<file path="src/rtl/rf_wb_arbiter.sv">
// rf_wb_arbiter: shares the register-file write port between the ALU, load
// (MEM) and multiply/divide (MD) writeback sources. Each source owns a
// one-entry holding buffer; occupied buffers are granted round-robin into a
// registered write stage. Also produces read-after-write hazard flags for the
// two decode read ports and a sticky duplicate-destination error flag.
// Optional build macro: RF_WB_ARBITER_BYPASS_EN adds byp_a_data/byp_b_data,
// forwarding the active write stage instead of flagging a hazard for it.
module rf_wb_arbiter #(
    parameter int DATA_W = 32,
    parameter int ADDR_W = 5
) (
    input  logic              clock,
    input  logic              reset,
    input  logic              alu_valid,
    output logic              alu_ready,
    input  logic [ADDR_W-1:0] alu_addr,
    input  logic [DATA_W-1:0] alu_data,
    input  logic              mem_valid,
    output logic              mem_ready,
    input  logic [ADDR_W-1:0] mem_addr,
    input  logic [DATA_W-1:0] mem_data,
    input  logic              md_valid,
    output logic              md_ready,
    input  logic [ADDR_W-1:0] md_addr,
    input  logic [DATA_W-1:0] md_data,
    output logic              rf_we,
    output logic [ADDR_W-1:0] rf_waddr,
    output logic [DATA_W-1:0] rf_wdata,
    input  logic [ADDR_W-1:0] RA,
    input  logic [ADDR_W-1:0] RB,
    output logic              hazard_a,
    output logic              hazard_b,
`ifdef RF_WB_ARBITER_BYPASS_EN
    output logic [DATA_W-1:0] byp_a_data,
    output logic [DATA_W-1:0] byp_b_data,
`endif
    output logic              err_dup
);
    localparam int NSRC = 3;

    // Source index 0 = ALU, 1 = MEM, 2 = MD (also the round-robin scan order).
    logic [NSRC-1:0]   in_valid;
    logic [ADDR_W-1:0] in_addr [NSRC];
    logic [DATA_W-1:0] in_data [NSRC];

    assign in_valid   = {md_valid, mem_valid, alu_valid};
    assign in_addr[0] = alu_addr;
    assign in_addr[1] = mem_addr;
    assign in_addr[2] = md_addr;
    assign in_data[0] = alu_data;
    assign in_data[1] = mem_data;
    assign in_data[2] = md_data;

    logic [NSRC-1:0]   buf_vld_q,  buf_vld_d;
    logic [ADDR_W-1:0] buf_addr_q [NSRC];
    logic [ADDR_W-1:0] buf_addr_d [NSRC];
    logic [DATA_W-1:0] buf_data_q [NSRC];
    logic [DATA_W-1:0] buf_data_d [NSRC];
    logic [1:0]        ptr_q,      ptr_d;
    logic              rf_we_q,    rf_we_d;
    logic [ADDR_W-1:0] rf_waddr_q, rf_waddr_d;
    logic [DATA_W-1:0] rf_wdata_q, rf_wdata_d;
    logic              err_dup_q,  err_dup_d;
    // Holds ready low until the first edge after reset is released.
    logic              rdy_en_q,   rdy_en_d;

    logic              gnt_vld;
    logic [1:0]        gnt_idx;
    logic [NSRC-1:0]   gnt_oh;
    logic [NSRC-1:0]   src_ready;
    logic [NSRC-1:0]   xfer;
    logic [NSRC-1:0]   keep;
    logic [NSRC-1:0]   dup_hit;
    logic [NSRC-1:0]   hit_a;
    logic [NSRC-1:0]   hit_b;

    // Round-robin pick: scan from the pointer backwards so the closest occupied slot wins.
    always_comb begin
        int         s;
        logic [1:0] sel;
        gnt_vld = 1'b0;
        gnt_idx = ptr_q;
        s       = 0;
        sel     = 2'd0;
        for (int k = NSRC - 1; k >= 0; k--) begin
            s = int'(ptr_q) + k;
            if (s >= NSRC) s = s - NSRC;
            sel = 2'(s);
            if (buf_vld_q[sel]) begin
                gnt_vld = 1'b1;
                gnt_idx = sel;
            end
        end
    end

    for (genvar gi = 0; gi < NSRC; gi++) begin : g_src
        logic [NSRC-1:0] peer_hit;

        assign gnt_oh[gi]    = gnt_vld & (gnt_idx == 2'(gi));
        assign src_ready[gi] = rdy_en_q & (~buf_vld_q[gi] | gnt_oh[gi]);
        assign xfer[gi]      = in_valid[gi] & src_ready[gi];
        // Writes to register 0 are accepted but never buffered.
        assign keep[gi]      = xfer[gi] & (in_addr[gi] != '0);
        assign hit_a[gi]     = buf_vld_q[gi] & (buf_addr_q[gi] == RA);
        assign hit_b[gi]     = buf_vld_q[gi] & (buf_addr_q[gi] == RB);

        // Another pending write (buffered or arriving at the same edge) to the same register.
        for (genvar gj = 0; gj < NSRC; gj++) begin : g_peer
            if (gj == gi) begin : g_self
                assign peer_hit[gj] = 1'b0;
            end else begin : g_other
                assign peer_hit[gj] = (buf_vld_q[gj] & (buf_addr_q[gj] == in_addr[gi]))
                                    | (keep[gj] & (in_addr[gj] == in_addr[gi]));
            end
        end

        assign dup_hit[gi] = keep[gi] & ((rf_we_q & (rf_waddr_q == in_addr[gi])) | (|peer_hit));
    end

    assign alu_ready = src_ready[0];
    assign mem_ready = src_ready[1];
    assign md_ready  = src_ready[2];

    // Next-state: buffer fill/drain, write stage load, pointer advance, sticky error.
    always_comb begin
        buf_vld_d = buf_vld_q;
        for (int i = 0; i < NSRC; i++) begin
            buf_addr_d[i] = buf_addr_q[i];
            buf_data_d[i] = buf_data_q[i];
            if (keep[i]) begin
                buf_vld_d[i]  = 1'b1;
                buf_addr_d[i] = in_addr[i];
                buf_data_d[i] = in_data[i];
            end else if (gnt_oh[i]) begin
                buf_vld_d[i] = 1'b0;
            end
        end
        rf_we_d    = gnt_vld;
        rf_waddr_d = rf_waddr_q;
        rf_wdata_d = rf_wdata_q;
        ptr_d      = ptr_q;
        if (gnt_vld) begin
            rf_waddr_d = buf_addr_q[gnt_idx];
            rf_wdata_d = buf_data_q[gnt_idx];
            ptr_d      = (gnt_idx == 2'd2) ? 2'd0 : gnt_idx + 2'd1;
        end
        err_dup_d = err_dup_q | (|dup_hit);
        rdy_en_d  = 1'b1;
    end

    // State registers; reset drops every buffered and in-flight write at once.
    always_ff @(posedge clock or negedge reset) begin
        if (!reset) begin
            buf_vld_q  <= '0;
            for (int i = 0; i < NSRC; i++) begin
                buf_addr_q[i] <= '0;
                buf_data_q[i] <= '0;
            end
            ptr_q      <= 2'd0;
            rf_we_q    <= 1'b0;
            rf_waddr_q <= '0;
            rf_wdata_q <= '0;
            err_dup_q  <= 1'b0;
            rdy_en_q   <= 1'b0;
        end else begin
            buf_vld_q  <= buf_vld_d;
            buf_addr_q <= buf_addr_d;
            buf_data_q <= buf_data_d;
            ptr_q      <= ptr_d;
            rf_we_q    <= rf_we_d;
            rf_waddr_q <= rf_waddr_d;
            rf_wdata_q <= rf_wdata_d;
            err_dup_q  <= err_dup_d;
            rdy_en_q   <= rdy_en_d;
        end
    end

    assign rf_we    = rf_we_q;
    assign rf_waddr = rf_waddr_q;
    assign rf_wdata = rf_wdata_q;
    assign err_dup  = err_dup_q;

    logic ws_hit_a, ws_hit_b;
    assign ws_hit_a = rf_we_q & (rf_waddr_q == RA);
    assign ws_hit_b = rf_we_q & (rf_waddr_q == RB);

`ifdef RF_WB_ARBITER_BYPASS_EN
    // The write stage is forwarded, so only buffered entries stall decode.
    assign hazard_a   = (RA != '0) & (|hit_a);
    assign hazard_b   = (RB != '0) & (|hit_b);
    assign byp_a_data = ((RA != '0) & ws_hit_a) ? rf_wdata_q : '0;
    assign byp_b_data = ((RB != '0) & ws_hit_b) ? rf_wdata_q : '0;
`else
    assign hazard_a = (RA != '0) & ((|hit_a) | ws_hit_a);
    assign hazard_b = (RB != '0) & ((|hit_b) | ws_hit_b);
`endif

endmodule
</file>
<file path="config.mk">
export PLATFORM = sky130hd
export DESIGN_NAME = rf_wb_arbiter
export DESIGN_NICKNAME = d
export VERILOG_FILES = /design/src/rtl/rf_wb_arbiter.sv
export SDC_FILE = /design/constraint.sdc
export NUM_CORES = 1
export LEC_CHECK = 0
export CORE_UTILIZATION = 52
export DETAILED_ROUTE_END_ITERATION = 6
export PLACE_DENSITY = 0.8
export SYNTH_ARGS = -nofsm -noshare
export SYNTH_HDL_FRONTEND = slang
export SYNTH_SLANG_ARGS = --single-unit
</file>
<file path="constraint.sdc">
create_clock -name clock -period 3.6 [get_ports clock]
set_input_delay 0.54 -clock clock [delete_from_list [all_inputs] [get_ports clock]]
set_output_delay 0.54 -clock clock [all_outputs]
set_load 0.05 [all_outputs]
</file>
* Word level (Yosys, flattened, before mapping)
Index checks and enable logic that the tools add are counted.
Word-level totals: flip-flop bits (word level) 156, output and inout bits 44, logic and storage cells 155, input bits 126
Operators by class: add/subtract/negate cells 6, bitwise gates (word level) 59, equality and inequality tests 25, mux-type cells 28, reductions and logical operators 15, magnitude comparators 7
Operators by type and width (number):
- $eq 5x5->1 | 23
- $bmux 32 s2 | 1
- $mux 32 | 2
- $and 1x1->1 | 40
- $reduce_bool 5->1 | 5
- $or 1x1->1 | 15
- $mux 2 | 7
- $mux 1 | 12
- $bmux 5 s2 | 1
- $mux 5 | 2
- $lt 2x3->1 const B | 3
- $reduce_or 3->1 | 3
- $bmux 1 s2 | 3
- $ge 3x2->1 const B | 2
- $reduce_bool 2->1 | 3
- $reduce_or 2->1 | 3
- $sub 2x2->2 const B | 3
- $add 2x1->3 const B | 1
- $add 2x2->3 const B | 1
- $ge 3x3->1 const B | 1
- $not 1->1 | 3
- $not 2->3 | 1
- $add 2x1->2 const B | 1
- $eq 2x1->1 const B | 1
- 3 further kinds | 3

* Depth between registers and ports, before layout
word-level depth 21, depth in mapped cells 12, mapped depth without buffers 10

* Least setup slack after synthesis
Ideal clock, no wire load.
kind register to output, start point register ptr_q[1], end point output mem_ready, arrival 2.731 ns, path slack 0.329 ns, cell stages (with the launch flop) 9, buffers on the path 1, required time 3.060 ns, cell sequence dfrtp_1 > inv_1 > ha_1 > buf_4 > mux2i_2 > o221ai_2 > o32ai_1 > nand3_1 > a21oi_1
On the way: cells in the longest elaborated chain, start to end 12, elaborated cells on any way between the ends 27, those cells by class 5 x add/sub; 3 x order compare; 1 x eq/ne; 15 x mux; 3 x bitwise
RTL lines:
- start: declaration | RTL line 59 | logic [1:0] ptr_q, ptr_d;
- start signal: assignment | RTL line 169 | ptr_q <= ptr_d;
- $add 2x2->3 | RTL line 86 | s = int'(ptr_q) + k;
- $ge 3x2->1 / $sub 2x2->2 (equally long branches) | RTL line 87 | if (s >= NSRC) s = s - NSRC;
- $mux 2 | RTL line 87
- $bmux 1 s2 | RTL line 89 | if (buf_vld_q[sel]) begin
- $mux 1 (implied by the code) | RTL line 89
- $mux 2 (3 in a row) | RTL line 89
- $eq 2x1->1 | RTL line 99 | assign gnt_oh[gi] = gnt_vld & (gnt_idx == 2'(gi));
- $and 1x1->1 (*) | RTL line 99
- $or 1x1->1 (*) | RTL line 100 | assign src_ready[gi] = rdy_en_q & (~buf_vld_q[gi] | gnt_oh[gi]);
- $and 1x1->1 (*) | RTL line 100
- end: declaration | RTL line 19 | output logic mem_ready,
Every way passes the cells marked *; elsewhere a longest branch is shown, timed or not. The select of a mux whose other input is x is not followed.

* Worst setup path in the final report
Same ends and word-level chain as after synthesis.

==> results_dict.tcl <==
set metrics [dict create \
    fin_skew_ns 0.00493 \
    tightest_slew_ns 0.997 \
    instances_no_fill 1080 \
    worstPathArrival_ns 2.98 \
    final_common_cell "clkdlybuf4s50_1" \
    setup-violations-final 0 \
    cp_max_fo 10 \
    postCtsSetupBuffers 0 \
    root_buffer "clkbuf_16" \
    cp-start-kind "flip-flop" \
    start_util_pct 54.0 \
    required_ns 3.06 \
    power_density_nw_per_um2 1170 \
    num_antenna_cells 0 \
    final.min_clock_period_ns 3.52 \
    hold_viol_final 0 \
    rsz0062_at_grt "yes" \
    wl_per_cell_um 21.2 \
    synth_top_area_cell "dfrtp_1" \
    nNetsFinal 988 \
    die_height_um 128 \
    tritoncts "done" \
    max_freq_mhz 284 \
    grt_pass1_wl_um 35800 \
    yosys_warnings 0 \
    slew_headroom_pct 33.4 \
    drive_above_1_share_pct 19.0 \
    drt_iter0_drc 440 \
    synthFlopType "dfrtp_1" \
    mostFrequentLayoutCells "clkdlybuf4s50_1 (165), dfrtp_1 (156), mux2_2 (87), nor2_1 (78), xor2_1 (75)" \
    syn_area_um2 8290 \
    drt-total-wl_um 22900 \
    place_inst 1051 \
    rows 45 \
    synth_edf_count 0 \
    gp_congestion 0.930 \
    cts_buffer_depth 2 \
    area_growth_pct 29.4 \
    worstSetupPathType "reg2out" \
    yosysTopAreaCellShare_pct 47.1 \
    syn_inst 731 \
    synth.area.top_cells "dfrtp_1 (47%), mux2_2 (12%), xor2_1 (7.9%)" \
    ys_types 55 \
    ys_async_sr_fraction_pct 100 \
    ios 170 \
    numCtsBuffers 17 \
    antenna_found_initial 0 \
    ys_seq_elements 156 \
    ant_nets 0 \
    cts_max_level 4 \
    cts.sinks 156 \
    route.detailed.drc 0 \
    peakVddDrop_v 0.000675 \
    max_cap_violations 0 \
    place_ws_ns 0.218 \
    fillers 1040 \
    avgSynthCellArea_um2 11.3 \
    port_buffers 169 \
    cp-end-kind "output port" \
    fin_ws_ns 0.0824 \
    grt_pass1_vias 6681 \
    power_leakage_nw 4.49 \
    die_x_um 128 \
    status "finished, final reports clean" \
    syn-num-nets 860 \
    clock_latency_ns 0.42 \
    core_um2 15400 \
    drv_slew 0 \
    path_clk_slew_ns 0.06 \
    hp-class "in2async" \
    vias_per_cell 5.86 \
    grt_max_degree 108 \
    synth-seq-area-share_pct 47.1 \
    grt.overflow.total 0 \
    final.period_utilization_pct 97.7 \
    drtPass1Iterations 4 \
    post-dp-hpwl_um 15500 \
    track_usage_pct 29.1 \
    num_vias 6326 \
    die-area_um2 16500 \
]
cells in the mapped netlist, drive strengths merged, types with 2 or more instances:
cell type  count
mux2i          5
buf           33
a21oi          5
a21o           3
o21a           2
nor4          17
nand3         23
o211ai         2
nor2          80
ha             3
nor3           6
a211oi         3
clkbuf        49
inv            7
or4            3
a221oi        39
xnor2         25
nand4          3
o22ai          3
nand2         20
dfrtp        156
mux2         142
xor2          75
and2           2
or2            2
nand2b         5
layer usage:
metal | vias up | track usage, % | routed length, um
met4 | 0 | 14.3 | 954
met3 | 75 | 7.14 | 1600
met5 | - | 0 | 0
li1 | 2801 | - | -
met2 | 296 | 47.8 | 11100
met1 | 3154 | 36.0 | 9300
where the power goes:
part / switching (mW) / internal (mW) / leakage [nW]
Sequential: 0.830 / 2.73 / 1.84
Combinational: 4.07 / 3.05 / 2.35
Clock: 0.676 / 1.17 / 0.293
worst max-delay path, stage by stage (launching register included):
cell      delay, ns
dfrtp_1        0.44
inv_1          0.15
ha_2           0.32
mux2i_2        0.32
o221ai_2       0.18
o32ai_1        0.32
buf_4          0.21
nand3_1        0.13
a21oi_1        0.24
buf_4          0.23
worst paths after layout:
| path | from | endpoint | slack (ns) | cells after the start |
|---|---|---|---|---|
| worst max-delay path | ptr_q[1] | mem_ready | 0.08 | 9 |
| worst min-delay path | reset | buf_addr_q[13] | 0.06 | 1 |
| worst max register to register | ptr_q[0] | rf_wdata[9] | 0.28 | 9 |
| worst min register to register | buf_data_q[52] | buf_data_q[52] | 0.48 | 1 |
| min in group clock | buf_data_q[52] | buf_data_q[52] | 0.48 | 1 |
| max in group asynchronous | reset | buf_data_q[72] | 2.65 | 2 |
flip-flops by register name (all words and copies together) (netlist names):
signal	flops
buf_vld_q	3
rf_wdata	32
buf_addr_q	15
rf_waddr	5
rdy_en_q	1
buf_data_q	96
err_dup	1
rf_we	1
ptr_q	2
logic make-up after synthesis:
group                    Yosys count  share of synthesized area [%]
buffers and inverters             89                           5.07
other                              1                         0.0452
multiplexers                     147                           20.3
AO/OA/AOI/OAI                     70                           7.36
flip-flops                       156                           47.1
XOR/XNOR                         100                           10.6
adder cells (fa/ha/maj)            3                          0.453
AND/OR/NAND/NOR                  165                           9.14
through the flow:
| step | TNS, ns | hold WS [ns] | util, % | total power [mW] | cell area, um^2 |
|---|---|---|---|---|---|
| detailed placement | 0 | 0.475 | 65.7 | 10.6 | 10100 |
| finish | 0 | 0.0565 | 69.8 | 12.5 | 10700 |
| global route | -0.0989 | 0.0884 | 69.8 | 13.2 | 10700 |
| CTS | 0 | 0.0752 | 69.7 | 12.5 | 10700 |
| floorplan | 0 | 0.244 | - | 8.51 | 8290 |
| global placement | 0 | 0.465 | 65.7 | 10.2 | 10100 |
layout make-up:
class                      instances  area [um^2]  area share [%]
clock buffer                      23          498            4.64
clock inverter                     6          110            1.03
inverter                           7         26.3           0.245
multi-input combinational        486         4030            37.5
sequential                       156         3900            36.4
tap                              211          264            2.46
timing repair buffer             191         1900            17.7
timing repair:
action | CTS | global route
pin swaps | 0 | 0
endpoints found under the hold margin | 0 | 0
hold buffers | 0 | 0
setup endpoints to repair | 2 | 3
gates resized for setup | 2 | 4
Note: power is estimated with default switching activity, not from simulation.
